## config.mk

```make
export PLATFORM = sky130hd
export DESIGN_NAME = prio_event_encoder
export DESIGN_NICKNAME = d
export VERILOG_FILES = /design/src/rtl/prio_event_encoder.sv
export SDC_FILE = /design/constraint.sdc
export NUM_CORES = 1
export LEC_CHECK = 0
export BUFFER_PORTS_ARGS = -buffer_cell sky130_fd_sc_hd__buf_2
export CAP_MARGIN = 20
export CORE_MARGIN = 5
export CORE_UTILIZATION = 44
export CTS_CLUSTER_DIAMETER = 80
export DETAILED_ROUTE_END_ITERATION = 10
export PLACE_DENSITY = 0.73
export SYNTH_ARGS = -nofsm -noshare
export SYNTH_HDL_FRONTEND = slang
export SYNTH_SLANG_ARGS = --single-unit
```

## constraint.sdc

```tcl
create_clock -name clk -period 1.7 [get_ports clk]
set_input_delay 0.255 -clock clk [delete_from_list [all_inputs] [get_ports clk]]
set_output_delay 0.255 -clock clk [all_outputs]
set_load 0.01 [all_outputs]
```

## src/rtl/prio_event_encoder.sv

```systemverilog
// -----------------------------------------------------------------------------
// prio_event_encoder
//   Latches request pulses from N event lines into a pending register and
//   presents one pending index at a time on y/valid.
//   The index is held until the consumer acks it.
//   Arbitration is either fixed priority (index 0 highest, MODE=0) or
//   round-robin (MODE=1).
//
// Ports
//   clk       : single clock, rising edge
//   rst_n     : asynchronous active-low reset
//   en_n      : active-low enable; when high, new requests are masked
//   flush     : synchronous clear of pending, output and pointer state
//   req[N]    : request lines, sampled each edge while en_n=0
//   ack       : consumer accepts the current y (ignored while valid=0)
//   y[W]      : registered index of the granted request
//   valid     : registered, y holds a pending index
//   pending[N]: current pending register
//   overflow  : one-cycle pulse when a request hits an already-pending line
// -----------------------------------------------------------------------------
module prio_event_encoder #(
    parameter int N    = 8,
    parameter int W    = (N > 1) ? $clog2(N) : 1,
    parameter int MODE = 0
) (
    input  logic         clk,
    input  logic         rst_n,
    input  logic         en_n,
    input  logic         flush,
    input  logic [N-1:0] req,
    input  logic         ack,
    output logic [W-1:0] y,
    output logic         valid,
    output logic [N-1:0] pending,
    output logic         overflow
);

    logic [N-1:0] pend_r;
    logic [W-1:0] y_r;
    logic         valid_r;
    logic         overflow_r;
    logic [W-1:0] rr_ptr_r;

    logic [N-1:0] req_g_s;
    logic [N-1:0] clr_s;
    logic [N-1:0] cand_s;
    logic         take_s;
    logic [W-1:0] rr_next_s;
    logic [W-1:0] win_s;
    logic         ovf_s;

    // First set bit of v, scanning upward from start and wrapping N-1 -> 0.
    // The wrap is done with a subtract so non-power-of-two N never yields an
    // index >= N.
    function automatic logic [W-1:0] winner(input logic [N-1:0] v,
                                            input logic [W-1:0] start);
        logic [W-1:0] r;
        logic         found;
        int           idx;
        r     = '0;
        found = 1'b0;
        for (int k = 0; k < N; k++) begin
            idx = int'(start) + k;
            if (idx >= N) begin
                idx = idx - N;
            end else begin
                idx = idx;
            end
            if (!found && v[idx]) begin
                r     = W'(idx);
                found = 1'b1;
            end else begin
                r     = r;
            end
        end
        return r;
    endfunction

    // Candidate set, round-robin pointer update and winner selection for this edge.
    always_comb begin
        req_g_s   = en_n ? '0 : req;
        take_s    = valid_r && ack;
        clr_s     = '0;
        rr_next_s = rr_ptr_r;
        if (take_s) begin
            clr_s[y_r] = 1'b1;
        end else begin
            clr_s = '0;
        end
        // The pointer moves past the index being acked on this very edge, and
        // the reload below already searches from the moved pointer; otherwise
        // a re-asserted line would win twice in a row.
        if ((MODE == 1) && take_s) begin
            rr_next_s = (y_r == W'(N - 1)) ? '0 : (y_r + W'(1));
        end else begin
            rr_next_s = rr_ptr_r;
        end
        cand_s = (pend_r & ~clr_s) | req_g_s;
        ovf_s  = |(req_g_s & pend_r & ~clr_s);
        if (MODE == 1) begin
            win_s = winner(cand_s, rr_next_s);
        end else begin
            win_s = winner(cand_s, '0);
        end
    end

    // State registers: async reset, flush as synchronous clear, then normal update.
    always_ff @(posedge clk or negedge rst_n) begin
        if (!rst_n) begin
            pend_r     <= '0;
            y_r        <= '0;
            valid_r    <= 1'b0;
            overflow_r <= 1'b0;
            rr_ptr_r   <= '0;
        end else if (flush) begin
            pend_r     <= '0;
            y_r        <= '0;
            valid_r    <= 1'b0;
            overflow_r <= 1'b0;
            rr_ptr_r   <= '0;
        end else begin
            pend_r     <= cand_s;
            overflow_r <= ovf_s;
            rr_ptr_r   <= rr_next_s;
            // The output slot only reloads when empty or being consumed.
            if (!valid_r || ack) begin
                valid_r <= |cand_s;
                y_r     <= (|cand_s) ? win_s : '0;
            end else begin
                valid_r <= valid_r;
                y_r     <= y_r;
            end
        end
    end

    assign y        = y_r;
    assign valid    = valid_r;
    assign pending  = pend_r;
    assign overflow = overflow_r;

endmodule

```

* After elaboration in Yosys (flattened, before gate mapping) *
Cells that the tools add are included.
W data, S select, Z words.

word-level totals
  register bits after elaboration = 13
  bits of input ports = 13
  output and inout port bits = 13
  word-level logic and storage cells = 57

operators by class
  $lt $le $gt $ge = 2
  bitwise logic cells = 5
  mux-type cells = 25
  reductions and logical operators = 21

operator list
  kind                  count
  $and A8 B8 Y8         3
  $mux W8               3
  $mux W3               7
  $reduce_or A8 Y1      2
  $mux W1               12
  $logic_and A1 B1 Y1   9
  $logic_not A1 Y1      8
  $not A8 Y8            1
  $or A8 B8 Y8          1
  $lt A3 B4 Y1 const B  1
  $mux W2               2
  $demux W1 S3          1
  $ge A3 B1 Y1 const B  1
  $reduce_bool A2 Y1    1
  $logic_or A1 B1 Y1    1

* Depth between registers and ports, before layout *
Gate-level depths: netlist of the first run.

  depth in word-level cells = 33
  mapped depth = 5
  mapped depth without buffers = 5

* Worst setup path before layout of the first run *
Ideal clock, no wire load.

  kind = reg2reg
  start = reg y_r[1], in the netlist y[1]
  end = reg y_r[2], in the netlist y[2]
  stages on the path, launching flop included = 6
  arrival = 1.573 ns
  data required time = 1.568 ns
  clock period less this slack = 1.705 ns
  path slack = -0.005 ns
  setup time = 0.132 ns
  buffers on the path = 0
  cells stage by stage = dfrtp_1 nand3_2 a221oi_4 or3b_1 o311ai_1 a21oi_1

between the ends
  cells in the longest elaborated chain, start to end = 33
  elaborated cells on any way between the ends = 38
  those cells by class = order compare (2); mux (17); bitwise (3); reduce/logical (16)

RTL lines
  what                                                                line  source
  start, declared                                                     39    logic [W-1:0] y_r;
  start signal, assigned                                              128   y_r <= (|cand_s) ? win_s : '0;
  start signal, assigned                                              131   y_r <= y_r;
  $lt A3 B4 Y1 (not written as such) or $ge A3 B1 Y1 (tied branches)  86    clr_s[y_r] = 1'b1;
  $logic_and A1 B1 Y1 (not written as such)                           86
  $mux W1 (not written as such)                                       86
  $demux W1 S3 *                                                      86
  $mux W8 *                                                           85    if (take_s) begin
  $not A8 Y8 *                                                        98    cand_s = (pend_r & ~clr_s) | req_g_s;
  $and A8 B8 Y8 *                                                     98
  $or A8 B8 Y8 *                                                      98
  [17 not listed]                                                     -
  $logic_and A1 B1 Y1                                                 69    if (!found && v[idx]) begin
  $mux W1                                                             69
  $logic_not A1 Y1                                                    69
  $logic_and A1 B1 Y1                                                 69
  $mux W3                                                             69
  $mux W3 *                                                           128
  $mux W3 *                                                           126   if (!valid_r || ack) begin
  $mux W3 *                                                           115   end else if (flush) begin

Every way passes the cells marked *; elsewhere a longest branch is shown, timed or not. The select of a mux whose other input is x is not followed.
A chain may end at the register's enable or synchronous reset.

* Worst setup path after layout of the first run *
  start = reg y_r[0], in the netlist y[0]
  end = reg y_r[2], in the netlist y[2]

Same word-level chain as after synthesis.

==> results of run 1 <==
[cell families (layout without fill, tap and decap cells)]
group,after synthesis,in the layout,share of synthesized area [%]
AND/OR/NAND/NOR,37,37,26.7
AO/OA/AOI/OAI,29,29,30.8
flip-flops,13,13,39.5
buffers and inverters,4,49,3.03
[cell type report]
cell class	instances	area (um2)	share of cell area, %
Inverter	3	11.3	0.967
Sequential cell	13	329	28.2
Clock buffer	4	26.3	2.26
Multi-Input combinational cell	66	512	43.9
Timing Repair Buffer	42	255	21.9
Tap cell	25	31.3	2.69
[worst register-to-register path: cells and delay by family, from the launching register on]
family	cells	cell delay (ps)
flops	1	460
compound gates	3	650
simple gates	2	600
[power by group through the flow]
stage          Combinational [mW]  Clock [mW]  Sequential, mW
6_report                    0.298       0.198           0.369
5_1_grt                     0.324       0.211           0.373
4_1_cts                     0.288       0.198           0.367
3_5_place_dp                0.259           0           0.373
3_3_place_gp                0.258           0           0.371
2_1_floorplan               0.129           0           0.381
[placed cells by master (no fill, tap or decap), types with 2 or more instances in the layout]
cell	n
a221oi_4	2
a22o_1	2
inv_1	3
and2b_2	2
a21oi_1	3
clkbuf_4	3
a31oi_1	2
dfrtp_1	10
buf_2	25
dfrtp_2	3
o21ai_1	2
nand3b_1	2
buf_4	16
nor2_1	11
nand2b_1	2
a221oi_1	2
nand2_1	6
nor3_1	2
a221oi_2	3
and2b_4	2
o21ai_0	2
and2_2	2
a21boi_1	2
[layer usage]
metal / vias up / global-route usage (%) / part of all wire (%)
li1: 410 / - / -
met1: 411 / 26.4 / 40
met2: 37 / 32.2 / 50
met3: 6 / 3.38 / 7.4
met4: 0 / 8.94 / 2.2
met5: - / 0 / 0
[registers in the layout, summed over array words and instances, names as in the netlist]
| signal | cells |
|---|---|
| y | 3 |
| valid | 1 |
| pending | 8 |
| overflow | 1 |
[synthesized netlist by cell type, drive strengths merged, types with 3 or more instances]
library cell  number
and2               3
dfrtp             13
nand2              6
a21boi             3
a221oi             7
nor2              11
o21ai              4
a21oi              3
inv                3
nand2b             3
and2b              4
[how the worst max path moves through the flow]
stage                     startpoint  endpoint  slack, ps  depth (start not counted)
after CTS                       y[0]      y[0]         -2                          5
after global routing            y[0]      y[2]       -230                          5
after detailed placement        y[0]      y[2]        -10                          5
after floorplan                valid      y[2]         20                          5
after global placement          y[0]      y[2]        -10                          5
final                           y[0]      y[2]        -90                          5
[repair_timing]
action	in CTS	in global routing
endpoints found under the hold margin	13	0
resized for setup	9	1
setup buffers	3	0
setup endpoints to repair	3	5
pin swaps	1	2
hold buffers	1	0
==> summary.txt, run 1 <==
Synth
  – Top_reg_cell synth: dfrtp_1
  – Asr flop ratio synth: 100%
  – Area contributors post-synth: dfrtp_1 (39%), a221oi_2 (5.5%), nor2_1 (5.0%)
  – Synthesized instance count: 83
  – Seq cells post-synth: 13
  – Synth area leader: dfrtp_1
  – Post-synth EDFFs: 0
  – Yosys warning count: 0
  – Average size of a mapped cell: 9.93 um2
  – Syn_nets: 96
  – Share of Yosys cell area claimed by the top area cell type: 39.5%
  – Post-synthesis cell type count: 36
  – Register area share after synthesis: 39.5%
  – Post-synthesis cell area: 825 um2

Worst setup path
  – Arr. time, crit path: 2000 ps
  – Reg2reg end: y[2]
  – Origin of the critical flop-to-flop path: y[0]
  – Cell family with most CP delay: compound AO/OA/AOI/OAI gates
  – Worst reg-to-reg path cell count: 5
  – FF-to-FF setup slack: -90 ps
  – Slowest stage delay, CP: 460 ps
  – Critical path buffer and inverter count: 0
  – Req. time, crit path: 1920 ps
  – CP Class: reg2reg
  – Worst path slowest cell: dfrtp_2
  – Worst setup SP type: flip-flop
  – CP endpoint kind: flip-flop
  – Crit-path cells: nand4bb_1 > a221oi_2 > and4_4 > o311ai_2 > a21oi_1
  – CP Max Fanout: 7

Power and ir drop
  – Internal: 580 uW
  – Switch share: 32.9%
  – Power, Total: 864 uW
  – Clock power share: 22.9%
  – Pwr/cell area: 742 nW/um2
  – Comb pwr share: 34.4%
  – P_sw: 285 uW
  – Maximum vdd drop: 545 uV
  – Reg power frac: 42.7%
  – Lkg Pwr: 0.559 nW

Timing
  – Final period util: 105%
  – Hold WS: 238 ps
  – Worst-Margin Slew: 356 ps
  – Slew Limit Headroom: 76.0%
  – Max Slew Vio Count: 0
  – RSZ-0062 raised after global routing: yes
  – Fin. Hold Viols: 0
  – Setup TNS: -204 ps
  – Setup Viol. Count Final: 4
  – Skew final: 5.42 ps
  – Final Critical Period: 1790 ps
  – Fmax achieved: 560 MHz
  – Final worst setup slack: -86.0 ps

Hold path
  – Hold Path Sink: overflow
  – Tightest Hold Check Type: in2reg
  – HP Start: en_n
  – Hold Path Cell Cnt: 3

Layout
  – Ant. Diodes: 0
  – Final instance area: 1160 um2
  – Share of cells above drive strength 1: 50.8%
  – Post-layout util: 66.7%
  – # nets final: 142
  – Area grow syn2layout: 41.3%
  – Final std cells w/o fill: 153
  – Fill cells: 146

Floorplan
  – I/O pin cnt: 26
  – Starting Density: 47.2%
  – Row Count: 15
  – Die height: 53.3 um
  – Die Wd: 53.3 um
  – Die Footprint: 2840 um2
  – Core area: 1750 um2

Placement
  – Post-place setup slack: -9.97 ps
  – IO Port Bufs: 25
  – Placed Instances: 145
  – Placement Cell Area: 1070 um2
  – HPWL Detailed: 1800 um
  – GPL Wtd Cong: 0.873

Route
  – Final Routed Wirelength: 2550 um
  – Routed Antenna Nets: 0
  – Post-route DRC violation count: 0
  – 1st-pass router iterations: 4
  – Vias per cell: 5.65
  – Drt initial violations: 19
  – DR vias: 864
  – Avg WL per Cell: 16.6 um

Clocking
  – Clk_lat worst skew: 280 ps
  – Total CTS buffers: 3
  – # H-tree levels: 1
  – Num Clock Sinks: 13
  – TritonCTS clock tree: done
  – Bufs on Longest Clock Path: 2
  – Clock transition at the registers of the reported paths: 80 ps
  – Root Driver: clkbuf_4

GRT
  – Vias in the first global route: 805
  – First-pass GRT wire length: 3970 um
  – Total global routing overflow: 0
  – Gr usage total: 20.2%
  – Initial antenna violation count: 0
  – Pin count of the biggest net entering global routing: 15

Flow run
  – Total of max-cap violations: 0

Status
  – Outcome: finished with violations
  – Failing checks: setup timing
(Power assumes the default switching activity.)
==> inputs of run 2 (changes only) <==
--- a/config.mk
+++ b/config.mk
@@ -8,10 +8,9 @@
 export BUFFER_PORTS_ARGS = -buffer_cell sky130_fd_sc_hd__buf_2
 export CAP_MARGIN = 20
 export CORE_MARGIN = 5
-export CORE_UTILIZATION = 44
+export CORE_UTILIZATION = 35
 export CTS_CLUSTER_DIAMETER = 80
 export DETAILED_ROUTE_END_ITERATION = 10
-export PLACE_DENSITY = 0.73
 export SYNTH_ARGS = -nofsm -noshare
 export SYNTH_HDL_FRONTEND = slang
 export SYNTH_SLANG_ARGS = --single-unit
==> run 2 against run 1 <==
  * The flow still finishes with violations (setup timing)
  * Sequential cell count unchanged
  * Via count rose by 3.2%
  * Utilization is 8.9 points lower
  * Sequential power barely moved
==> summary.txt, run 2 (synthesized netlist as in run 1, its figures left out) <==
Route
  – DR vias: 892
  – Drt initial violations: 19
  – Final Routed Wirelength: 2730 um
  – Avg WL per Cell: 16.8 um
  – Routed Antenna Nets: 0
  – Post-route DRC violation count: 0
  – 1st-pass router iterations: 4
  – Vias per cell: 5.47

Timing
  – Final worst setup slack: -77.5 ps
  – Fin. Hold Viols: 0
  – Final period util: 105%
  – Setup Viol. Count Final: 3
  – Fmax achieved: 563 MHz
  – Skew final: 5.57 ps
  – RSZ-0062 raised after global routing: yes
  – Max Slew Vio Count: 0
  – Slew Limit Headroom: 78.5%
  – Final Critical Period: 1780 ps
  – Worst-Margin Slew: 320 ps

Clocking
  – Total CTS buffers: 3
  – Bufs on Longest Clock Path: 2
  – Root Driver: clkbuf_4
  – Num Clock Sinks: 13
  – TritonCTS clock tree: done
  – # H-tree levels: 1
  – Clock transition at the registers of the reported paths: 90 ps
  – Clk_lat worst skew: 290 ps

Layout
  – # nets final: 149
  – Ant. Diodes: 0
  – Share of cells above drive strength 1: 59.3%
  – Most frequent cells in the layout: buf_2 (25), buf_4 (23), nor2_1 (11)
  – Post-layout util: 57.9%
  – Max reg flops: 8
  – Most common cell after layout, fill and taps aside: buf_2
  – Area grow syn2layout: 56.8%
  – Final instance area: 1290 um2

Status
  – Failing checks: setup timing
  – Outcome: finished with violations

Power and ir drop
  – Power, Total: 926 uW
  – Pwr/cell area: 717 nW/um2
  – Lkg Pwr: 0.602 nW
  – Maximum vdd drop: 654 uV

Placement
  – Placement Cell Area: 1050 um2
  – IO Port Bufs: 25
  – HPWL Detailed: 1830 um
  – Post-place setup slack: -96.1 ps
  – GPL Wtd Cong: 0.904

Floorplan
  – Core area: 2230 um2
  – Die Footprint: 3430 um2
  – I/O pin cnt: 26
  – Die Wd: 58.5 um
  – Starting Density: 36.9%
  – Die height: 58.5 um
  – Row Count: 17

Worst setup path
  – Cell family with most CP delay: compound AO/OA/AOI/OAI gates
  – Slowest stage delay, CP: 450 ps
  – Crit-path cells: nand4b_1 > a221oi_2 > buf_4 > nand2_1 > a31oi_2 > o41ai_2
  – Critical path buffer and inverter count: 1
  – Stages on worst setup path: 6
  – CP endpoint kind: flip-flop
  – CP Class: reg2reg
  – Worst setup SP type: flip-flop
  – Req. time, crit path: 1860 ps
  – Worst reg-to-reg path cell count: 6
  – Worst path slowest cell: dfrtp_2
  – CP Max Fanout: 4
  – FF-to-FF setup slack: -80 ps
  – Arr. time, crit path: 1940 ps

Hold path
  – Tightest Hold Check Type: in2reg
  – Hold Path Cell Cnt: 2

GRT
  – Vias in the first global route: 900
  – Pin count of the biggest net entering global routing: 15
  – Initial antenna violation count: 0
  – Gr usage total: 16.0%
  – Total global routing overflow: 0
  – First-pass GRT wire length: 4170 um

Flow run
  – Total of max-cap violations: 0
-- run 2: path summary, 6_finish.rpt --
kind | startpoint | end
worst min-delay path | en_n | overflow
worst max register to register | y[2] | y[1]
worst max-delay path | y[2] | y[1]
worst min register to register | pending[0] | y[1]
min in group asynchronous | rst_n | pending[4]
max in group asynchronous | rst_n | y[0]
-- run 2: metal layers --
layer,track usage [%],share of wire (%)
met1,19.9,44
met2,25.5,49
met3,3.51,4.2
met4,8.61,2.7
met5,0,0
-- run 2: power by group --
| part | leakage (nW) | total, mW | switching, mW | internal, mW |
|---|---|---|---|---|
| clock network | 0.0150 | 0.210 | 0.119 | 0.0912 |
| logic | 0.425 | 0.344 | 0.165 | 0.179 |
| registers | 0.162 | 0.372 | 0.0360 | 0.336 |
-- run 2: through the flow --
| stage | instances | TNS (ps) | hold WS, ps |
|---|---|---|---|
| floorplan | 83 | 0 | -40.6 |
| global placement | 146 | -90.7 | 164 |
| detailed placement | 146 | -144 | 170 |
| CTS | 155 | -29.2 | 154 |
| global route | 163 | -447 | 164 |
| finish | 163 | -154 | 159 |
-- run 2: timing repair --
item                                   in CTS  in global routing
setup buffers                               4                  8
hold buffers                                1                  0
endpoints found under the hold margin      13                  0
setup endpoints to repair                   4                  4
pin swaps                                   1                  9
gates resized for setup                     7                 13
-- run 2: final cells by class --
type                    count  area [um2]
multi-input cells          66         581
flip-flops and latches     13         332
fillers                   213         941
inverters                   3        11.3
clock buffers               4        26.3
repair buffers             49         308
well taps                  28        35.0
